<file path="config.mk">
export PLATFORM = sky130hd
export DESIGN_NAME = alu_mul_sequencer_flat
export DESIGN_NICKNAME = d
export VERILOG_FILES = /design/src/rtl/alu_mul_sequencer_pkg.sv /design/src/rtl/alu_mul_sequencer_if.sv /design/src/rtl/alu_mul_sequencer.sv /design/src/flat_wrapper.sv
export SDC_FILE = /design/constraint.sdc
export NUM_CORES = 1
export LEC_CHECK = 0
export BUFFER_PORTS_ARGS = -buffer_cell sky130_fd_sc_hd__buf_2
export CORE_ASPECT_RATIO = 1.75
export CORE_MARGIN = 5
export CORE_UTILIZATION = 30
export DETAILED_ROUTE_END_ITERATION = 7
export PLACE_DENSITY = 0.62
export REMOVE_ABC_BUFFERS = 1
export SLEW_MARGIN = 40
export SYNTH_ARGS = -nofsm -noshare
export SYNTH_HDL_FRONTEND = slang
export SYNTH_SLANG_ARGS = --single-unit
</file>
<file path="constraint.sdc">
create_clock -name clk -period 1.2 [get_ports clk]
set_input_delay 0.12 -clock clk [delete_from_list [all_inputs] [get_ports clk]]
set_output_delay 0.12 -clock clk [all_outputs]
set_load 0.01 [all_outputs]
</file>
<file path="src/rtl/alu_mul_sequencer_pkg.sv">
`default_nettype none
// ============================================================================
//  Module   : mips_alu_pkg
//  Purpose  : Shared ALU control codes, R-type funct codes and the encoding
//             of the EX-stage multiply sequencer states.
//  Revision : 1.0  initial release
// ============================================================================
package mips_alu_pkg;

    // ALU control codes driven by the ALU control unit
    localparam logic [3:0] c_alucon_and = 4'b0000;
    localparam logic [3:0] c_alucon_or  = 4'b0001;
    localparam logic [3:0] c_alucon_add = 4'b0010;
    localparam logic [3:0] c_alucon_xor = 4'b0011;
    localparam logic [3:0] c_alucon_inc = 4'b0100;
    localparam logic [3:0] c_alucon_dec = 4'b0101;
    localparam logic [3:0] c_alucon_sub = 4'b0110;
    localparam logic [3:0] c_alucon_not = 4'b1000;
    localparam logic [3:0] c_alucon_nor = 4'b1100;

    // R-type funct field codes
    localparam logic [5:0] c_funct_add  = 6'b100000;
    localparam logic [5:0] c_funct_addu = 6'b100001;
    localparam logic [5:0] c_funct_sub  = 6'b100010;
    localparam logic [5:0] c_funct_subu = 6'b100011;
    localparam logic [5:0] c_funct_and  = 6'b100100;
    localparam logic [5:0] c_funct_or   = 6'b100101;
    localparam logic [5:0] c_funct_xor  = 6'b100110;
    localparam logic [5:0] c_funct_nor  = 6'b100111;
    localparam logic [5:0] c_funct_mul  = 6'b101000;
    localparam logic [5:0] c_funct_slt  = 6'b101010;

    // Multiply sequencer state encoding
    localparam int         c_st_w    = 2;
    localparam logic [1:0] c_st_idle = 2'd0;
    localparam logic [1:0] c_st_run  = 2'd1;
    localparam logic [1:0] c_st_done = 2'd2;

endpackage
`default_nettype wire

</file>
<file path="src/rtl/alu_mul_sequencer_if.sv">
`default_nettype none
// ============================================================================
//  Module   : alu_mul_sequencer_if
//  Purpose  : EX-stage operand/control bundle plus the shared ALU port and
//             the multiply results. The sequencer uses the slave modport;
//             the surrounding pipeline and ALU use the master modport.
//  Revision : 1.0  initial release
// ============================================================================
interface alu_mul_sequencer_if #(
    parameter int WIDTH = 32
);
    logic             ex_valid;
    logic             ex_is_mul;
    logic             ex_flush;
    logic [3:0]       ex_alucon;
    logic [WIDTH-1:0] ex_a;
    logic [WIDTH-1:0] ex_b;
    logic [WIDTH-1:0] alu_result;
    logic             alu_carry;
    logic [WIDTH-1:0] alu_a;
    logic [WIDTH-1:0] alu_b;
    logic [3:0]       alu_con;
    logic             stall;
    logic             mul_done;
    logic [WIDTH-1:0] hi;
    logic [WIDTH-1:0] lo;

    modport slave (
        input  ex_valid, ex_is_mul, ex_flush, ex_alucon, ex_a, ex_b,
        input  alu_result, alu_carry,
        output alu_a, alu_b, alu_con, stall, mul_done, hi, lo
    );

    modport master (
        output ex_valid, ex_is_mul, ex_flush, ex_alucon, ex_a, ex_b,
        output alu_result, alu_carry,
        input  alu_a, alu_b, alu_con, stall, mul_done, hi, lo
    );
endinterface
`default_nettype wire

</file>
<file path="src/rtl/alu_mul_sequencer.sv">
`default_nettype none
// ============================================================================
//  Module   : alu_mul_sequencer
//  Purpose  : Shares the single EX-stage ALU between ordinary ops and an
//             iterative unsigned shift-add multiply. While a MUL runs the
//             pipeline is stalled and the ALU performs one ADD per bit.
//  Revision : 1.0  initial release
// ============================================================================
module alu_mul_sequencer
    import mips_alu_pkg::*;
#(
    parameter int         WIDTH      = 32,
    parameter int         CNT_W      = 6,
    parameter logic [3:0] ALUCON_ADD = c_alucon_add
) (
    input  wire logic         clk,
    input  wire logic         rst_n,
    alu_mul_sequencer_if.slave bus
);

    logic [c_st_w-1:0] r_state;
    logic [CNT_W-1:0]  r_cnt;
    logic [WIDTH-1:0]  r_acc;
    logic [WIDTH-1:0]  r_mq;
    logic [WIDTH-1:0]  r_mcand;
    logic [WIDTH-1:0]  r_hi;
    logic [WIDTH-1:0]  r_lo;
    logic              r_mul_done;

    logic              w_idle;
    logic              w_run;
    logic              w_start;
    logic              w_last;

    assign w_idle  = (r_state == c_st_idle);
    assign w_run   = (r_state == c_st_run);
    // Gating by IDLE keeps the MUL still sitting in EX during DONE from restarting
    assign w_start = w_idle & bus.ex_valid & bus.ex_is_mul & ~bus.ex_flush;
    assign w_last  = (r_cnt == CNT_W'(WIDTH - 1));

    // Stall must rise in the start cycle itself so IF/ID/EX hold the MUL
    assign bus.stall    = w_start | w_run;
    assign bus.mul_done = r_mul_done;
    assign bus.hi       = r_hi;
    assign bus.lo       = r_lo;

    // ALU operand/control mux: sequencer owns the ALU only while iterating
    always_comb begin
        bus.alu_a   = bus.ex_a;
        bus.alu_b   = bus.ex_b;
        bus.alu_con = bus.ex_alucon;
        if (w_run) begin
            bus.alu_a   = r_acc;
            bus.alu_b   = r_mq[0] ? r_mcand : '0;
            bus.alu_con = ALUCON_ADD;
        end
    end

    // Sequencer FSM with iteration counter, acc/mq shift pair and HI/LO
    always_ff @(posedge clk) begin
        if (!rst_n) begin
            r_state    <= c_st_idle;
            r_cnt      <= '0;
            r_acc      <= '0;
            r_mq       <= '0;
            r_mcand    <= '0;
            r_hi       <= '0;
            r_lo       <= '0;
            r_mul_done <= 1'b0;
        end else begin
            r_mul_done <= 1'b0;
            case (r_state)
                c_st_idle: begin
                    if (w_start) begin
                        r_mcand <= bus.ex_a;
                        r_mq    <= bus.ex_b;
                        r_acc   <= '0;
                        r_cnt   <= '0;
                        r_state <= c_st_run;
                    end
                end
                c_st_run: begin
                    // Partial sum (with carry as its top bit) shifts right into acc,
                    // its LSB becomes the next settled product bit at the top of mq
                    r_acc <= {bus.alu_carry, bus.alu_result[WIDTH-1:1]};
                    r_mq  <= {bus.alu_result[0], r_mq[WIDTH-1:1]};
                    r_cnt <= r_cnt + CNT_W'(1);
                    if (bus.ex_flush) begin
                        r_state <= c_st_idle;
                    end else if (w_last) begin
                        r_state    <= c_st_done;
                        r_mul_done <= 1'b1;
                    end
                end
                c_st_done: begin
                    r_hi    <= r_acc;
                    r_lo    <= r_mq;
                    r_state <= c_st_idle;
                end
                default: begin
                    r_state <= c_st_idle;
                end
            endcase
        end
    end

endmodule
`default_nettype wire

</file>
<file path="src/flat_wrapper.sv">
// flat-port wrapper written by rule: the top's interface ports become plain ports
module alu_mul_sequencer_flat import mips_alu_pkg::*;
#(
    parameter int         WIDTH      = 32,
    parameter int         CNT_W      = 6,
    parameter logic [3:0] ALUCON_ADD = c_alucon_add
)
  (clk, rst_n, bus_ex_valid, bus_ex_is_mul, bus_ex_flush, bus_ex_alucon, bus_ex_a, bus_ex_b, bus_alu_result, bus_alu_carry, bus_alu_a, bus_alu_b, bus_alu_con, bus_stall, bus_mul_done, bus_hi, bus_lo);
  alu_mul_sequencer_if #(.WIDTH(WIDTH)) bus_i ();
  input  wire logic clk;
  input  wire logic rst_n;
  input wire logic [$bits(bus_i.ex_valid)-1:0] bus_ex_valid;
  input wire logic [$bits(bus_i.ex_is_mul)-1:0] bus_ex_is_mul;
  input wire logic [$bits(bus_i.ex_flush)-1:0] bus_ex_flush;
  input wire logic [$bits(bus_i.ex_alucon)-1:0] bus_ex_alucon;
  input wire logic [$bits(bus_i.ex_a)-1:0] bus_ex_a;
  input wire logic [$bits(bus_i.ex_b)-1:0] bus_ex_b;
  input wire logic [$bits(bus_i.alu_result)-1:0] bus_alu_result;
  input wire logic [$bits(bus_i.alu_carry)-1:0] bus_alu_carry;
  output wire logic [$bits(bus_i.alu_a)-1:0] bus_alu_a;
  output wire logic [$bits(bus_i.alu_b)-1:0] bus_alu_b;
  output wire logic [$bits(bus_i.alu_con)-1:0] bus_alu_con;
  output wire logic [$bits(bus_i.stall)-1:0] bus_stall;
  output wire logic [$bits(bus_i.mul_done)-1:0] bus_mul_done;
  output wire logic [$bits(bus_i.hi)-1:0] bus_hi;
  output wire logic [$bits(bus_i.lo)-1:0] bus_lo;
  assign bus_i.ex_valid = bus_ex_valid;
  assign bus_i.ex_is_mul = bus_ex_is_mul;
  assign bus_i.ex_flush = bus_ex_flush;
  assign bus_i.ex_alucon = bus_ex_alucon;
  assign bus_i.ex_a = bus_ex_a;
  assign bus_i.ex_b = bus_ex_b;
  assign bus_i.alu_result = bus_alu_result;
  assign bus_i.alu_carry = bus_alu_carry;
  assign bus_alu_a = bus_i.alu_a;
  assign bus_alu_b = bus_i.alu_b;
  assign bus_alu_con = bus_i.alu_con;
  assign bus_stall = bus_i.stall;
  assign bus_mul_done = bus_i.mul_done;
  assign bus_hi = bus_i.hi;
  assign bus_lo = bus_i.lo;
  alu_mul_sequencer #(.WIDTH(WIDTH), .CNT_W(CNT_W), .ALUCON_ADD(ALUCON_ADD)) u_core (.clk(clk), .rst_n(rst_n), .bus(bus_i));
endmodule
</file>
==> run summary, run 1 <==
Placed inst area -> 9549 µm²
Mean post-synth cell area -> 7.453 µm²
TritonRoute pass-1 iters -> 5
Final wirelength -> 38.25 mm
TritonCTS clock tree -> done
Vias per cell -> 5.490
Top post-synthesis cells by count -> 328 x nand2_1, 169 x dfxtp_1, 132 x a21oi_1, 68 x nand3_1, 64 x o21ai_0
Post-DP HPWL -> 19.05 mm
Top cell type's share of synthesized area -> 0.4442
CP arrival -> 1.66 ns
Final min period -> 1.784 ns
CP Launch Type -> flop
CTS Buffer Depth -> 2
Asr flop ratio synth -> 0
Starting Density -> 0.3029
Core area -> 25150 µm²
CTS root buffer -> clkbuf_16
RePlAce Congestion -> 0.8627
RSZ-0062 raised after global routing -> yes
Wire per inst -> 21.85 µm
Total track usage -> 0.2376
Post-DRT Antenna Nets -> 0
PortBufs -> 239
Worst R2R End -> u_core.r_mcand[14]
Cell Area, Synth -> 7617 µm²
Grt ovf -> 0
Worst-Margin Slew -> 0.3274 ns
Post-synth EDFFs -> 0
H-tree Lvls -> 4
Post-synth top area cell -> dfxtp_1
Row cnt -> 77
Sink Count -> 169
PD cells -> 954.3 nW/µm²
Crit path max fanout -> 8
Final slew viol count -> 0
Area Growth Syn to Fin -> 89.90%
Endpoints failing hold -> 0
Top Ports -> 240
Die Area -> 28800 µm²
Max-Cap Viols -> 0
Synth warn -> 0
FF-to-FF Start -> u_core.r_state[0]
Peak supply drop -> 909.6 µV
Failing checks -> setup timing
Worst hold path endpoint -> u_core.r_mq[4]
Layout cell share with drive strength beyond 1 -> 0.5157
Critical path required time -> 1.08 ns
First-pass GRT wire length -> 51.74 mm
Design area -> 14470 µm²
Crit end category -> primary output
DR iter-0 viols -> 782
Max Clock Freq -> 560.5 MHz
Final setup vio count -> 238
Largest net degree at the start of global routing -> 51
Final Cycle Share -> 1.487
Vias in the first global route -> 9011
Yosys cell types -> 38
Seq/Total Area, Yosys -> 0.4442
Seq cells post-synth -> 169
Reg clk slew, reported paths -> 0.07 ns
WS Path Type -> flop to primary output
Die Width -> 130.5 µm
Clk Latency, worst-skew pair -> 0.46 ns
Pleak -> 6.137 nW
Antenna violations before repair -> 1
Hold depth -> 3
TritonCTS Buffers -> 17
Syn Inst Count -> 1022
Hold path start -> bus_ex_b[4]
Path depth of the worst reg2reg path -> 8
Largest cells by area after synthesis -> dfxtp_1 44%, nand2_1 16%, a21oi_1 8.7%
Hold Crit Class -> input pin to flop
DRC errors left -> 0
Final #Nets -> 1527
Top-count cell post-synth -> nand2_1
Flop2flop setup slack -> -0.46 ns
Die Height -> 220.8 µm
Outcome -> complete, but fails checks
Post-route setup slack -> -0.5842 ns
Via count -> 9607
Clock Skew -> 0.009698 ns
Normalized max-slew margin -> 0.7795
Commonest register cell after synthesis -> dfxtp_1
Post-Route Setup TNS -> -94.44 ns
[worst max path at each step]
stage | startpoint | endpoint | slack, ns | cells past startpoint
2_1_floorplan | u_core.r_state[0] | u_core.r_cnt[3] | -4.37 | 3
3_3_place_gp | u_core.r_cnt[0] | u_core.r_state[1] | -0.23 | 5
3_5_place_dp | u_core.r_cnt[0] | u_core.r_state[0] | -0.24 | 5
4_1_cts | u_core.r_state[0] | bus_alu_b[15] | -0.57 | 6
5_1_grt | u_core.r_state[1] | bus_alu_a[8] | -0.67 | 6
6_report | u_core.r_state[1] | bus_alu_b[9] | -0.58 | 6
[worst max-delay path: stages (launching register included)]
cell and delay, ns:
dfxtp_4 0.36, nor2b_4 0.20, buf_12 0.21, buf_12 0.15, nand3_1 0.07, nand2_1 0.09, buf_6 0.12
[logic make-up (layout without fill, tap and decap cells)]
kind of cell / count (synthesis) / count (layout) / synth area share
other: 0 / 1 / 0
adders and majority gates: 1 / 1 / 0.001642
buffers and inverters: 100 / 510 / 0.06833
muxes: 1 / 1 / 0.001314
AOI/OAI and AO/OA: 267 / 267 / 0.1992
and+or+nand+nor: 484 / 485 / 0.2853
DFF: 169 / 169 / 0.4442
[sequential cells by signal (all words and copies together) (netlist names)]
signal,cells
u_core.bus.hi,32
u_core.bus.lo,32
u_core.r_acc,32
u_core.r_mcand,32
u_core.r_mq,32
u_core.r_cnt,6
u_core.r_state,2
u_core.bus.mul_done,1
[through the flow]
stage	instances	utilization	hold WS, ns	setup WS, ns	total power [W]
5_1_grt	1750	0.5753	0.03095	-0.6749	0.01419
6_report	1750	0.5753	0.01470	-0.5842	0.01380
3_3_place_gp	1537	0.3798	0.3639	-0.2339	0.007426
3_5_place_dp	1537	0.3798	0.3677	-0.2392	0.007434
4_1_cts	1731	0.5209	0.001127	-0.5674	0.01341
2_1_floorplan	923	-	0.1967	-4.367	0.006606
[routing by layer]
layer | global-route usage | part of all wire
met4 | 0.1647 | 0.084
met2 | 0.4095 | 0.51
met1 | 0.2622 | 0.34
met5 | 0 | 0
met3 | 0.03913 | 0.068
[final cells by class]
cell class                      instances  area, µm²
Tap cell                              316      395.4
Timing Repair Buffer                  477       4768
Clock buffer                           20      456.7
Fill cell                            1971      10680
Clock inverter                         12      100.1
Antenna cell                            1      2.502
Inverter                                1      6.256
Multi-Input combinational cell        754       5345
Sequential cell                       169       3391
[repair_timing]
| action | in CTS | in global routing |
|---|---|---|
| buffers inserted | 42 | 27 |
| endpoints found under the setup margin | 238 | 238 |
| resized for setup | 224 | 336 |
| cloned | 36 | 14 |
| pin swaps | 76 | 164 |
| hold buffers | 85 | 0 |
| hold endpoints to repair | 85 | 0 |
[power by group]
part           switching (W)  internal (W)
logic                0.00128       0.00121
clock network        0.00246       0.00295
registers           0.000160       0.00575
total                0.00390       0.00991
[cell usage in the layout, fill, tap and decap left out, types with 43 or more instances in the layout]
cell type and count:
a21oi_1 65, a21oi_2 67, buf_12 43, buf_2 215, buf_6 49, dfxtp_1 165, dlygate4sd3_1 85, nand2_1 226
nand2_2 47, nand2_4 55
No activity file was read; power rests on OpenSTA's default activity.
==> inputs of run 2 (changes only) <==
--- a/config.mk
+++ b/config.mk
@@ -6,11 +6,13 @@
 export NUM_CORES = 1
 export LEC_CHECK = 0
 export BUFFER_PORTS_ARGS = -buffer_cell sky130_fd_sc_hd__buf_2
+export CELL_PAD_IN_SITES_DETAIL_PLACEMENT = 1
+export CELL_PAD_IN_SITES_GLOBAL_PLACEMENT = 2
 export CORE_ASPECT_RATIO = 1.75
 export CORE_MARGIN = 5
-export CORE_UTILIZATION = 30
+export CORE_UTILIZATION = 25
 export DETAILED_ROUTE_END_ITERATION = 7
-export PLACE_DENSITY = 0.62
+export PLACE_DENSITY = 0.84
 export REMOVE_ABC_BUFFERS = 1
 export SLEW_MARGIN = 40
 export SYNTH_ARGS = -nofsm -noshare
==> run 2 against run 1 <==
Against the previous run: highest routed layer is now met5; the run still ends with setup timing left; sequential power is essentially flat; clock skew grew 0.0037 ns; cell area shrank 7.3%; critical path depth grew 1; maximum frequency shrank 3.8%; register-to-register slack lost 0.09 ns; total power grew 0.54%; largest power group unchanged; count of clock-buffer cells in the layout shrank 1; sequential share of layout area grew 1.8 points; critical endpoint is now bus_alu_b[22]; critical path type unchanged; clock power grew 5.0%; hold slack lost 0.0085 ns.
==> run summary, run 2 (synthesized netlist as in run 1, its figures left out) <==
Met1 Wirelength -> 15.26 mm
Reg clk slew, reported paths -> 0.08 ns
Post-DP HPWL -> 22.12 mm
H-tree Lvls -> 4
Die Width -> 142.0 µm
Antenna violations before repair -> 3
Max Clock Freq -> 538.9 MHz
Hold WS -> 0.006216 ns
Hold Crit Class -> input pin to flop
Peak supply drop -> 1108 µV
CTS root buffer -> clkbuf_16
Met2 wire len -> 22.27 mm
RSZ-0062 raised after global routing -> yes
Die Height -> 240.9 µm
Final setup vio count -> 238
TritonRoute pass-1 iters -> 5
Crit path max fanout -> 7
Grt ovf -> 0
PD cells -> 1035 nW/µm²
TritonCTS Buffers -> 17
Outcome -> complete, but fails checks
PortBufs -> 239
Clk Latency, worst-skew pair -> 0.46 ns
Pleak -> 5.866 nW
CP peak stage delay -> 0.35 ns
Crit end category -> primary output
CP Launch Type -> flop
Path depth of the worst reg2reg path -> 7
CP arrival -> 1.74 ns
Max-Cap Viols -> 0
Cell chain of the critical path -> nor2b_4, buf_12, buf_12, buf_4, nand3_2, nand2_2, buf_6
Via count -> 9392
Failing checks -> setup timing
Clock Skew -> 0.01340 ns
Vias per cell -> 5.238
Place WS -> -0.3473 ns
Met3 Routed Length -> 1.849 mm
Inst Count DP -> 1607
Area Growth Syn to Fin -> 75.95%
DR iter-0 viols -> 489
Final slew viol count -> 0
Final #Nets -> 1498
CTS Buffer Depth -> 2
Starting Density -> 0.2534
Critical path required time -> 1.08 ns
RePlAce Congestion -> 0.8469
Most frequent cells in the layout -> 251 x nand2_1, 216 x buf_2, 166 x dfxtp_1, 78 x a21oi_1, 70 x dlygate4sd3_1
Final Cycle Share -> 1.546
TritonCTS clock tree -> done
Endpoints failing hold -> 0
Normalized max-slew margin -> 0.6422
Post-Route Setup TNS -> -94.61 ns
Commonest non-fill, non-tap cell in the layout -> nand2_1
Overall Power -> 0.01388 W
Top Ports -> 240
Post-DRT Antenna Nets -> 0
Top sig layer -> met5
Hold depth -> 3
CP most frequent cell -> buf_12
Sink Count -> 169
First-pass GRT wire length -> 56.11 mm
Final wirelength -> 42.07 mm
Row cnt -> 84
Total track usage -> 0.2147
Worst-Margin Slew -> 0.5367 ns
Vias in the first global route -> 9585
WS Path Type -> flop to primary output
Final min period -> 1.856 ns
Largest net degree at the start of global routing -> 44
Die Area -> 34200 µm²
Non-Filler Instances -> 1793
Layout cell share with drive strength beyond 1 -> 0.4516
Wire per inst -> 23.46 µm
DRC errors left -> 0
Critical Path Slowest Stage Cell -> dfxtp_2
Post-route setup slack -> -0.6555 ns
Flop2flop setup slack -> -0.55 ns
Core area -> 30060 µm²
[run 2: report_power, final]
| group | total (W) | switching (W) | internal, W |
|---|---|---|---|
| Combinational | 0.00229 | 0.00122 | 0.00107 |
| Sequential | 0.00591 | 0.000156 | 0.00575 |
| Clock | 0.00568 | 0.00255 | 0.00313 |
[run 2: cell type report]
class	instances	area (µm²)
antenna	2	5.005
clock buffer	19	442.9
clock inverter	13	145.1
fill	3507	16660
inverter	1	6.256
multi-input combinational	755	4713
sequential	169	3390
tap	387	484.2
timing repair buffer	447	4217
[run 2: through the flow]
step,util,cell area [µm²]
6_report,0.4459,13400
5_1_grt,0.4459,13400
4_1_cts,0.4028,12110
3_5_place_dp,0.3179,9555
3_3_place_gp,0.3179,9555
2_1_floorplan,-,7101
[run 2: what timing repair did]
item | in CTS | in global routing
hold endpoints to repair | 70 | 0
buffers inserted | 27 | 27
gates cloned | 24 | 12
setup endpoints to repair | 238 | 238
pin swaps | 26 | 81
hold buffers | 70 | 0
gates resized for setup | 107 | 262
[run 2: critical path, delay by kind of cell (launching register included)]
family | cells | cell delay (ns)
and+or+nand+nor | 3 | 0.37
buffers and inverters | 4 | 0.55
DFF | 1 | 0.35
[run 2: final timing paths]
kind | startpoint | to
worst max-delay path | u_core.r_state[0] | bus_alu_b[22]
worst min-delay path | bus_ex_b[27] | u_core.r_mq[27]
worst max register to register | u_core.r_state[0] | u_core.r_cnt[5]
worst min register to register | u_core.bus.lo[19] | u_core.bus.lo[19]
[run 2: per-layer routing]
metal | global-route usage | vias up
met4 | 0.1275 | 2
met1 | 0.2307 | 4655
met3 | 0.03410 | 147
met5 | 0 | -
met2 | 0.3917 | 354
li1 | - | 4234
